**src/rtl/fa4_word_sequencer_if.sv**
```systemverilog
// Request/result bus of the nibble-serial word adder.
//   master : requester side (drives start/sub/A/B/Cin, sees busy/done/Sum/Cout)
//   slave  : sequencer side (the opposite directions)
// NIBBLES sets the word width W = 4*NIBBLES.
interface fa4_word_sequencer_if #(
  parameter int NIBBLES = 4
);
  localparam int W = 4 * NIBBLES;

  logic         start;
  logic         sub;
  logic [W-1:0] A;
  logic [W-1:0] B;
  logic         Cin;
  logic         busy;
  logic         done;
  logic [W-1:0] Sum;
  logic         Cout;

  modport master (output start, sub, A, B, Cin, input busy, done, Sum, Cout);
  modport slave  (input start, sub, A, B, Cin, output busy, done, Sum, Cout);
endinterface

```
**src/rtl/fa4_word_sequencer.sv**
```systemverilog
// Multi-cycle (4*NIBBLES)-bit add/subtract on one shared 4-bit full adder.
// One nibble per cycle, LSB first, carry held in a flop between nibbles.
// Ports:
//   clk  rising-edge clock
//   rst  synchronous active-high reset
//   bus  slave side of fa4_word_sequencer_if:
//        start/sub/A/B/Cin sampled in IDLE; busy high in RUN and DONE;
//        done one-cycle pulse with Sum/Cout, which hold until the next completion.

// 4-bit ripple-carry full adder slice.
module fa4 (
  input  logic [3:0] a,
  input  logic [3:0] b,
  input  logic       ci,
  output logic [3:0] s,
  output logic       co
);
  logic [4:0] c;
  assign c[0] = ci;
  for (genvar i = 0; i < 4; i++) begin : g_bit
    assign s[i]   = a[i] ^ b[i] ^ c[i];
    assign c[i+1] = (a[i] & b[i]) | (c[i] & (a[i] ^ b[i]));
  end
  assign co = c[4];
endmodule

module fa4_word_sequencer #(
  parameter int NIBBLES = 4
) (
  input  logic                 clk,
  input  logic                 rst,
  fa4_word_sequencer_if.slave  bus
);
  localparam int W  = 4 * NIBBLES;
  localparam int IW = (NIBBLES > 1) ? $clog2(NIBBLES) : 1;
  localparam logic [IW-1:0] LAST = IW'(NIBBLES - 1);

  typedef enum logic [1:0] {IDLE, RUN, DONE} state_t;

  state_t        state, nxt;
  logic [W-1:0]  a_reg, b_reg, acc, acc_nxt;
  logic          carry;
  logic [IW-1:0] idx;
  logic [3:0]    fa_a, fa_b, fa_s;
  logic          fa_co;

  assign fa_a = a_reg[4*idx +: 4];
  assign fa_b = b_reg[4*idx +: 4];

  fa4 u_fa4 (.a(fa_a), .b(fa_b), .ci(carry), .s(fa_s), .co(fa_co));

  always_ff @(posedge clk) begin
    if (rst) state <= IDLE;
    else     state <= nxt;
  end

  always_comb begin
    nxt     = state;
    acc_nxt = acc;
    // Merged accumulator: on the last nibble this is the complete result.
    acc_nxt[4*idx +: 4] = fa_s;
    case (state)
      IDLE:    if (bus.start) nxt = RUN;
      RUN:     if (idx == LAST) nxt = DONE;
      DONE:    nxt = IDLE;
      default: nxt = IDLE;
    endcase
  end

  always_ff @(posedge clk) begin
    if (rst) begin
      a_reg    <= '0;
      b_reg    <= '0;
      acc      <= '0;
      carry    <= 1'b0;
      idx      <= '0;
      bus.busy <= 1'b0;
      bus.done <= 1'b0;
      bus.Sum  <= '0;
      bus.Cout <= 1'b0;
    end else begin
      // busy/done registered off the next state so they track the FSM exactly.
      bus.busy <= (nxt != IDLE);
      bus.done <= (nxt == DONE);
      case (state)
        IDLE: if (bus.start) begin
          a_reg <= bus.A;
          // Subtract as A + ~B + 1; Cin is ignored for subtract.
          b_reg <= bus.sub ? ~bus.B : bus.B;
          carry <= bus.sub ? 1'b1 : bus.Cin;
          idx   <= '0;
        end
        RUN: begin
          acc   <= acc_nxt;
          carry <= fa_co;
          idx   <= idx + IW'(1);
          if (idx == LAST) begin
            bus.Sum  <= acc_nxt;
            bus.Cout <= fa_co;
          end
        end
        default: ;
      endcase
    end
  end
endmodule

```
**src/flat_wrapper.sv**
```systemverilog
// flat-port wrapper written by rule: the top's interface ports become plain ports
module fa4_word_sequencer_flat 
#(
  parameter int NIBBLES = 4
)
  (clk, rst, bus_start, bus_sub, bus_A, bus_B, bus_Cin, bus_busy, bus_done, bus_Sum, bus_Cout);
  fa4_word_sequencer_if #(.NIBBLES(NIBBLES)) bus_i ();
  input  logic clk;
  input  logic rst;
  input wire logic [$bits(bus_i.start)-1:0] bus_start;
  input wire logic [$bits(bus_i.sub)-1:0] bus_sub;
  input wire logic [$bits(bus_i.A)-1:0] bus_A;
  input wire logic [$bits(bus_i.B)-1:0] bus_B;
  input wire logic [$bits(bus_i.Cin)-1:0] bus_Cin;
  output wire logic [$bits(bus_i.busy)-1:0] bus_busy;
  output wire logic [$bits(bus_i.done)-1:0] bus_done;
  output wire logic [$bits(bus_i.Sum)-1:0] bus_Sum;
  output wire logic [$bits(bus_i.Cout)-1:0] bus_Cout;
  assign bus_i.start = bus_start;
  assign bus_i.sub = bus_sub;
  assign bus_i.A = bus_A;
  assign bus_i.B = bus_B;
  assign bus_i.Cin = bus_Cin;
  assign bus_busy = bus_i.busy;
  assign bus_done = bus_i.done;
  assign bus_Sum = bus_i.Sum;
  assign bus_Cout = bus_i.Cout;
  fa4_word_sequencer #(.NIBBLES(NIBBLES)) u_core (.clk(clk), .rst(rst), .bus(bus_i));
endmodule
```
**config.mk**
```make
export PLATFORM = sky130hd
export DESIGN_NAME = fa4_word_sequencer_flat
export DESIGN_NICKNAME = d
export VERILOG_FILES = /design/src/rtl/fa4_word_sequencer_if.sv /design/src/rtl/fa4_word_sequencer.sv /design/src/flat_wrapper.sv
export SDC_FILE = /design/constraint.sdc
export NUM_CORES = 1
export LEC_CHECK = 0
export CORE_UTILIZATION = 46
export DETAILED_ROUTE_END_ITERATION = 10
export MAX_ROUTING_LAYER = met4
export PLACE_DENSITY = 0.8
export SKIP_CTS_REPAIR_TIMING = 1
export SLEW_MARGIN = 20
export SYNTH_ARGS = -nofsm -noshare
export SYNTH_HDL_FRONTEND = slang
export SYNTH_HIERARCHICAL = 1
export SYNTH_SLANG_ARGS = --single-unit
```
**constraint.sdc**
```tcl
create_clock -name clk -period 6 [get_ports clk]
set_input_delay 1.2 -clock clk [delete_from_list [all_inputs] [get_ports clk]]
set_output_delay 1.2 -clock clk [all_outputs]
set_load 0.03 [all_outputs]
```
==> impl_metrics.tcl, run 1 <==
set metrics [dict create \
    drc 0 \
    r2r-end "u_core/bus.Sum[15]$_SDFFE_PP0P_" \
    critPathBufInv 4 \
    grt_max_degree 70 \
    critical_path_class "register to register" \
    drive_above_1_share_pct 7.198 \
    ios 56 \
    ys_types 36 \
    maxSlewHeadroom_pct 43.53 \
    synth-simple-area-share_pct 19.53 \
    cts.clk_slew.worst_paths_ns 0.07 \
    antenna_found_initial 0 \
    rows 30 \
    p_total_w 0.0009882 \
    antenna_cells 0 \
    period_share_pct 56.46 \
    port_buffers 55 \
    status "finished, final reports clean" \
    max_freq_ghz 0.2952 \
    vias_per_cell 5.400 \
    r2r_cells 12 \
    numCtsBuffers 9 \
    synthArstFlopShare_pct 0 \
    startpoint_type "register" \
    critPathLaunch "u_core/idx[0]$_SDFFE_PP0P_" \
    whs_ns 0.4525 \
    gp_congestion 0.8178 \
    critical_path.endpoint "u_core/bus.Sum[15]$_SDFFE_PP0P_" \
    max_slew.worst_pin.slew_ns 0.8445 \
    clk_latency_ns 0.33 \
    crit_slowest_cell "mux4_2" \
    ys_ff_latch 72 \
    ys.flop_type "dfxtp_1" \
    cellPowerDensity_mw_per_mm2 248.6 \
    start_util_pct 48.00 \
    hold_class "register to register" \
    worstPathRequired_ns 6.25 \
    area_delta_synth_final_pct 21.21 \
    die_area_sq_mm 0.007471 \
    synth_seq_area_share_pct 43.95 \
    core_sq_mm 0.006832 \
    skew_ns 0.004143 \
    firstDrtPassIters 4 \
    synth_mux_area_share_pct 5.494 \
    synthXorXnorAreaFrac_pct 4.273 \
    wl_per_cell_um 13.92 \
    syn-cell-area_sq_mm 0.003279 \
    grt-ovfl-total 0 \
    final_common_cell "dfxtp_1" \
    syn_nets 393 \
    power_leakage_nw 1.434 \
    final_cell_mix "dfxtp_1, clkdlybuf4s50_1, nor2_1" \
    nNetsFinal 434 \
    tns_ns 0 \
    htree_levels 3 \
    synth_area_per_cell_sq_um 9.478 \
    vias 2619 \
    cp.depth 12 \
    fp.dieH_um 86.44 \
    clock-root-buffer "clkbuf_8" \
    path_max_fanout 7 \
    grt_setup_unrepaired "false" \
    hp-start "u_core/acc[11]$_SDFFE_PP0N_" \
    end_kind "register" \
    ir_drop_mv 0.1114 \
    netlist_instances 346 \
    ant_nets 0 \
    max_cap_viol_count 0 \
    dp.final_hpwl_um 4763 \
    grt_pass1_vias 2531 \
    synth_top_family_by_area "simple AND/OR/NAND/NOR gates" \
    die_w_um 86.44 \
    slowest_delay_ns 0.58 \
    drtIter0Drc 131 \
    slew_violations 0 \
    worstPathCellList "mux4_2 > fa_1 > inv_1 > fa_1 > inv_1 > fa_1 > inv_1 > fa_1 > inv_1 > and3b_1 > a221oi_1 > nor3_1" \
    rrSetupSlack_ns 2.61 \
    cts_tree "yes" \
    period_minus_slack_ns 3.388 \
    worstPathArrival_ns 3.63 \
    grt_use_total_pct 20.28 \
    yosysWarnings 6 \
    reg2reg_from "u_core/idx[0]$_SDFFE_PP0P_" \
    cts.sinks 72 \
    clockBufferDepth 2 \
    grt_first_pass_wirelength_um 11450 \
    wl_um 6752 \
    synth-compound-area-share_pct 15.60 \
    synth_fa_ha_area_share_pct 4.731 \
    crit_family "adder cells" \
    hold_viol_final 0 \
    synth_edf_count 0 \
    setup_viol 0 \
]
-- cells in the mapped netlist (2+ instances only) --
cell,count,area share [%]
a311oi_1,4,1.1
clkbuf_2,2,0.31
buf_6,2,0.69
a22o_1,8,2.1
nor3b_2,2,0.76
and4bb_1,2,0.76
ha_1,6,2.3
buf_4,6,1.4
buf_1,2,0.23
buf_2,10,1.5
a32oi_1,4,1.1
dfxtp_1,72,44
nor3_1,14,2.1
xnor2_1,16,4.3
nor2b_1,2,0.38
inv_1,15,1.7
clkbuf_1,5,0.57
nand2_1,38,4.3
nand3b_1,4,0.92
nand2b_1,5,0.95
nand3_1,4,0.61
and3b_1,6,1.6
nor2_1,42,4.8
a211oi_1,17,3.9
a221oi_1,12,3.2
fa_1,4,2.4
mux4_2,8,5.5
nand4_1,4,0.76
a21oi_1,23,3.5
-- power breakdown --
| group | switching, W | internal (W) | leakage (nW) |
|---|---|---|---|
| clock | 0.000159 | 0.000165 | 0.0842 |
| combinational | 0.0000830 | 0.0000685 | 0.762 |
| sequential | 0.0000144 | 0.000498 | 0.587 |
| total | 0.000256 | 0.000732 | 1.43 |
-- cells by family (layout without fill, tap and decap cells) --
kind of cell,Yosys count,count (layout)
compound gates,71,71
xor+xnor,16,16
fa+ha+maj,10,10
buf+inv,42,85
flops,72,72
mux,8,8
simple gates,127,127
-- worst min-delay path by stage --
stage	to	slack (ns)	cells past startpoint
2_1_floorplan	u_core/acc[11]$_SDFFE_PP0N_	0.43	2
3_3_place_gp	u_core/acc[11]$_SDFFE_PP0N_	0.44	2
3_5_place_dp	u_core/acc[11]$_SDFFE_PP0N_	0.45	2
4_1_cts	u_core/acc[11]$_SDFFE_PP0N_	0.45	2
5_1_grt	u_core/acc[11]$_SDFFE_PP0N_	0.47	2
6_report	u_core/acc[11]$_SDFFE_PP0N_	0.45	2
-- stage by stage --
step,setup WS (ns),util [%],instance area (sq um),instances
5_1_grt,2.410,58.19,3975,485
2_1_floorplan,2.637,-,3279,346
6_report,2.612,58.19,3975,485
3_3_place_gp,2.737,55.81,3812,472
4_1_cts,2.583,58.19,3975,485
3_5_place_dp,2.596,55.84,3815,472
-- worst min-delay path, stage by stage (launching register included) --
cell     delay [ns]
dfxtp_1        0.31
nand2_1        0.05
a21oi_1        0.05
-- layer usage --
layer,global-route usage [%],wire (um),vias up
met2,33.04,3319,69
met5,-,0,-
li1,-,-,1299
met3,3.905,280,8
met4,8.182,92,0
met1,24.80,3059,1243
-- area by class of cell --
class | instances | area (sq um)
multi-input cells | 232 | 1634
flip-flops and latches | 72 | 1441
well taps | 96 | 120.1
inverters | 15 | 56.30
clock inverters | 1 | 5.005
fillers | 639 | 2856
repair buffers | 57 | 563.0
clock buffers | 12 | 155.1
Note: power is estimated with default switching activity, not from simulation.
==> inputs of run 2 (changes only) <==
--- a/config.mk
+++ b/config.mk
@@ -8,7 +8,7 @@
 export CORE_UTILIZATION = 46
 export DETAILED_ROUTE_END_ITERATION = 10
 export MAX_ROUTING_LAYER = met4
-export PLACE_DENSITY = 0.8
+export PLACE_DENSITY = 0.83
 export SKIP_CTS_REPAIR_TIMING = 1
 export SLEW_MARGIN = 20
 export SYNTH_ARGS = -nofsm -noshare
==> constraint.sdc (replaced) <==
create_clock -name clk -period 2.84 [get_ports clk]
set_input_delay 0.568 -clock clk [delete_from_list [all_inputs] [get_ports clk]]
set_output_delay 0.568 -clock clk [all_outputs]
set_load 0.03 [all_outputs]
==> impl_metrics.tcl, run 2 (synthesis results as in run 1) <==
set metrics [dict create \
    drive_above_1_share_pct 12.22 \
    setup_viol 5 \
    status "finished, violations left" \
    combPwrFrac_pct 16.2 \
    wl_per_cell_um 14.10 \
    dp.final_hpwl_um 5017 \
    die_area_sq_mm 0.007471 \
    worstPathRequired_ns 3.10 \
    numCtsBuffers 9 \
    cts.clk_slew.worst_paths_ns 0.07 \
    core_sq_mm 0.006832 \
    maxSlewHeadroom_pct 46.26 \
    period_minus_slack_ns 2.988 \
    fp.dieH_um 86.44 \
    period_share_pct 105.2 \
    power_frac_clock_pct 34.5 \
    htree_levels 3 \
    crit_family "adder cells" \
    max_cap_viol_count 0 \
    clk_latency_ns 0.34 \
    cp_common_cell "inv_2" \
    final_common_cell "dfxtp_1" \
    violations "negative setup slack" \
    grt_use_total_pct 21.55 \
    port_buffers 55 \
    antenna_found_initial 0 \
    clockBufferDepth 2 \
    worstPathArrival_ns 3.25 \
    grt_pass1_vias 2654 \
    power_leakage_nw 1.489 \
    rows 30 \
    drc 0 \
    grt-ovfl-total 0 \
    vias_per_cell 5.370 \
    skew_ns 0.007288 \
    firstDrtPassIters 4 \
    switching_share_pct 26.05 \
    setup_ws_ns -0.1477 \
    clock-root-buffer "clkbuf_8" \
    post-route-util_pct 59.80 \
    die_w_um 86.44 \
    whs_ns 0.4578 \
    gp_congestion 0.8344 \
    max_freq_ghz 0.3347 \
    vias 2669 \
    cts.sinks 72 \
    cellPowerDensity_mw_per_mm2 535.4 \
    crit_slowest_cell "mux4_2" \
    grt_first_pass_wirelength_um 12110 \
    area_delta_synth_final_pct 24.57 \
    nNetsFinal 443 \
    hold_class "register to register" \
    cts_tree "yes" \
    critPathBufInv 4 \
    antenna_cells 0 \
    wl_um 7008 \
    drtIter0Drc 128 \
    path_max_fanout 4 \
    p_sw_w 0.0005698 \
    final_cell_mix "dfxtp_1, clkdlybuf4s50_1, nor2_1" \
    end_kind "register" \
    grt_setup_unrepaired "true" \
    start_util_pct 48.00 \
    ant_nets 0 \
    ir_drop_mv 0.2729 \
    ios 56 \
    seqPwrFrac_pct 49.3 \
    slew_violations 0 \
    hold_viol_final 0 \
    grt_max_degree 49 \
    startpoint_type "register" \
    max_slew.worst_pin.slew_ns 0.8061 \
    slowest_delay_ns 0.51 \
    internal-power_w 0.001618 \
    tns_ns -0.2755 \
    critical_path_class "register to register" \
    worstPathCellList "mux4_2 > fa_2 > inv_2 > fa_2 > inv_2 > fa_2 > inv_2 > fa_1 > inv_2 > and3b_2 > a221oi_2 > nor3_1" \
]
run 2: cell types whose count changed in the layout (fill, tap and decap cells not counted), moves of 2 or more:
cell      before  now
a221oi_2       0    2
inv_2          0    4
a221oi_1      12   10
fa_1           4    1
fa_2           0    3
clkinv_2       1    3
inv_1         15   11
clkbuf_8      11    9
buf_4          3   11
clkbuf_1       1    3
run 2: path summary, 6_finish.rpt:
kind | start | endpoint | slack [ns] | depth (start not counted)
hold reg to reg | u_core/a_reg[14]$_SDFFE_PP0P_ | u_core/a_reg[14]$_SDFFE_PP0P_ | 0.46 | 2
setup reg to reg | u_core/idx[0]$_SDFFE_PP0P_ | u_core/bus.Sum[7]$_SDFFE_PP0P_ | -0.15 | 12
setup / recovery | u_core/idx[0]$_SDFFE_PP0P_ | u_core/bus.Sum[7]$_SDFFE_PP0P_ | -0.15 | 12
hold / removal | u_core/a_reg[14]$_SDFFE_PP0P_ | u_core/a_reg[14]$_SDFFE_PP0P_ | 0.46 | 2
run 2: cell type report:
type | instances | area [sq um]
Clock buffer | 12 | 135.1
Clock inverter | 4 | 45.04
Fill cell | 621 | 2746
Inverter | 15 | 56.30
Multi-Input combinational cell | 232 | 1655
Sequential cell | 72 | 1445
Tap cell | 96 | 120.1
Timing Repair Buffer | 66 | 628.1
run 2: through the flow:
| stage | instance area (sq um) | setup WS [ns] | cells | total power, W |
|---|---|---|---|---|
| final | 4085 | -0.1477 | 497 | 0.002187 |
| after global routing | 4085 | -0.2727 | 497 | 0.002288 |
| after CTS | 4068 | -0.1267 | 496 | 0.002203 |
| after floorplan | 3308 | -0.2371 | 346 | 0.001331 |
| after global placement | 3887 | -0.05899 | 480 | 0.001436 |
| after detailed placement | 3887 | -0.1072 | 480 | 0.001452 |
run 2: worst min-delay path, delay by kind of cell (launching register included):
kind	cells	cell delay (ns)
flops	1	0.31
compound gates	1	0.05
simple gates	1	0.05
run 2: per-layer routing:
layer  vias to the layer above  GRT usage [%]  wire length [um]
met4                         0          6.970                97
met5                         -              -                 0
met3                        10          5.810               331
met2                        80          36.65              3575
li1                       1317              -                 -
met1                      1262          24.71              3004
run 2: power groups by stage:
stage	combinational, W	sequential, W	clock (W)
5_1_grt	0.000389	0.00108	0.000816
2_1_floorplan	0.000236	0.00110	0
3_3_place_gp	0.000337	0.00110	0
3_5_place_dp	0.000350	0.00110	0
6_report	0.000355	0.00108	0.000754
4_1_cts	0.000351	0.00108	0.000773
==> inputs of run 3 (changes only) <==
--- a/config.mk
+++ b/config.mk
@@ -6,6 +6,8 @@
 export NUM_CORES = 1
 export LEC_CHECK = 0
 export CORE_UTILIZATION = 46
+export CTS_CLUSTER_DIAMETER = 150
+export CTS_CLUSTER_SIZE = 30
 export DETAILED_ROUTE_END_ITERATION = 10
 export MAX_ROUTING_LAYER = met4
 export PLACE_DENSITY = 0.83
==> results of run 3 <==
No change in the layout: final DEF, timing and power equal those of run 2.
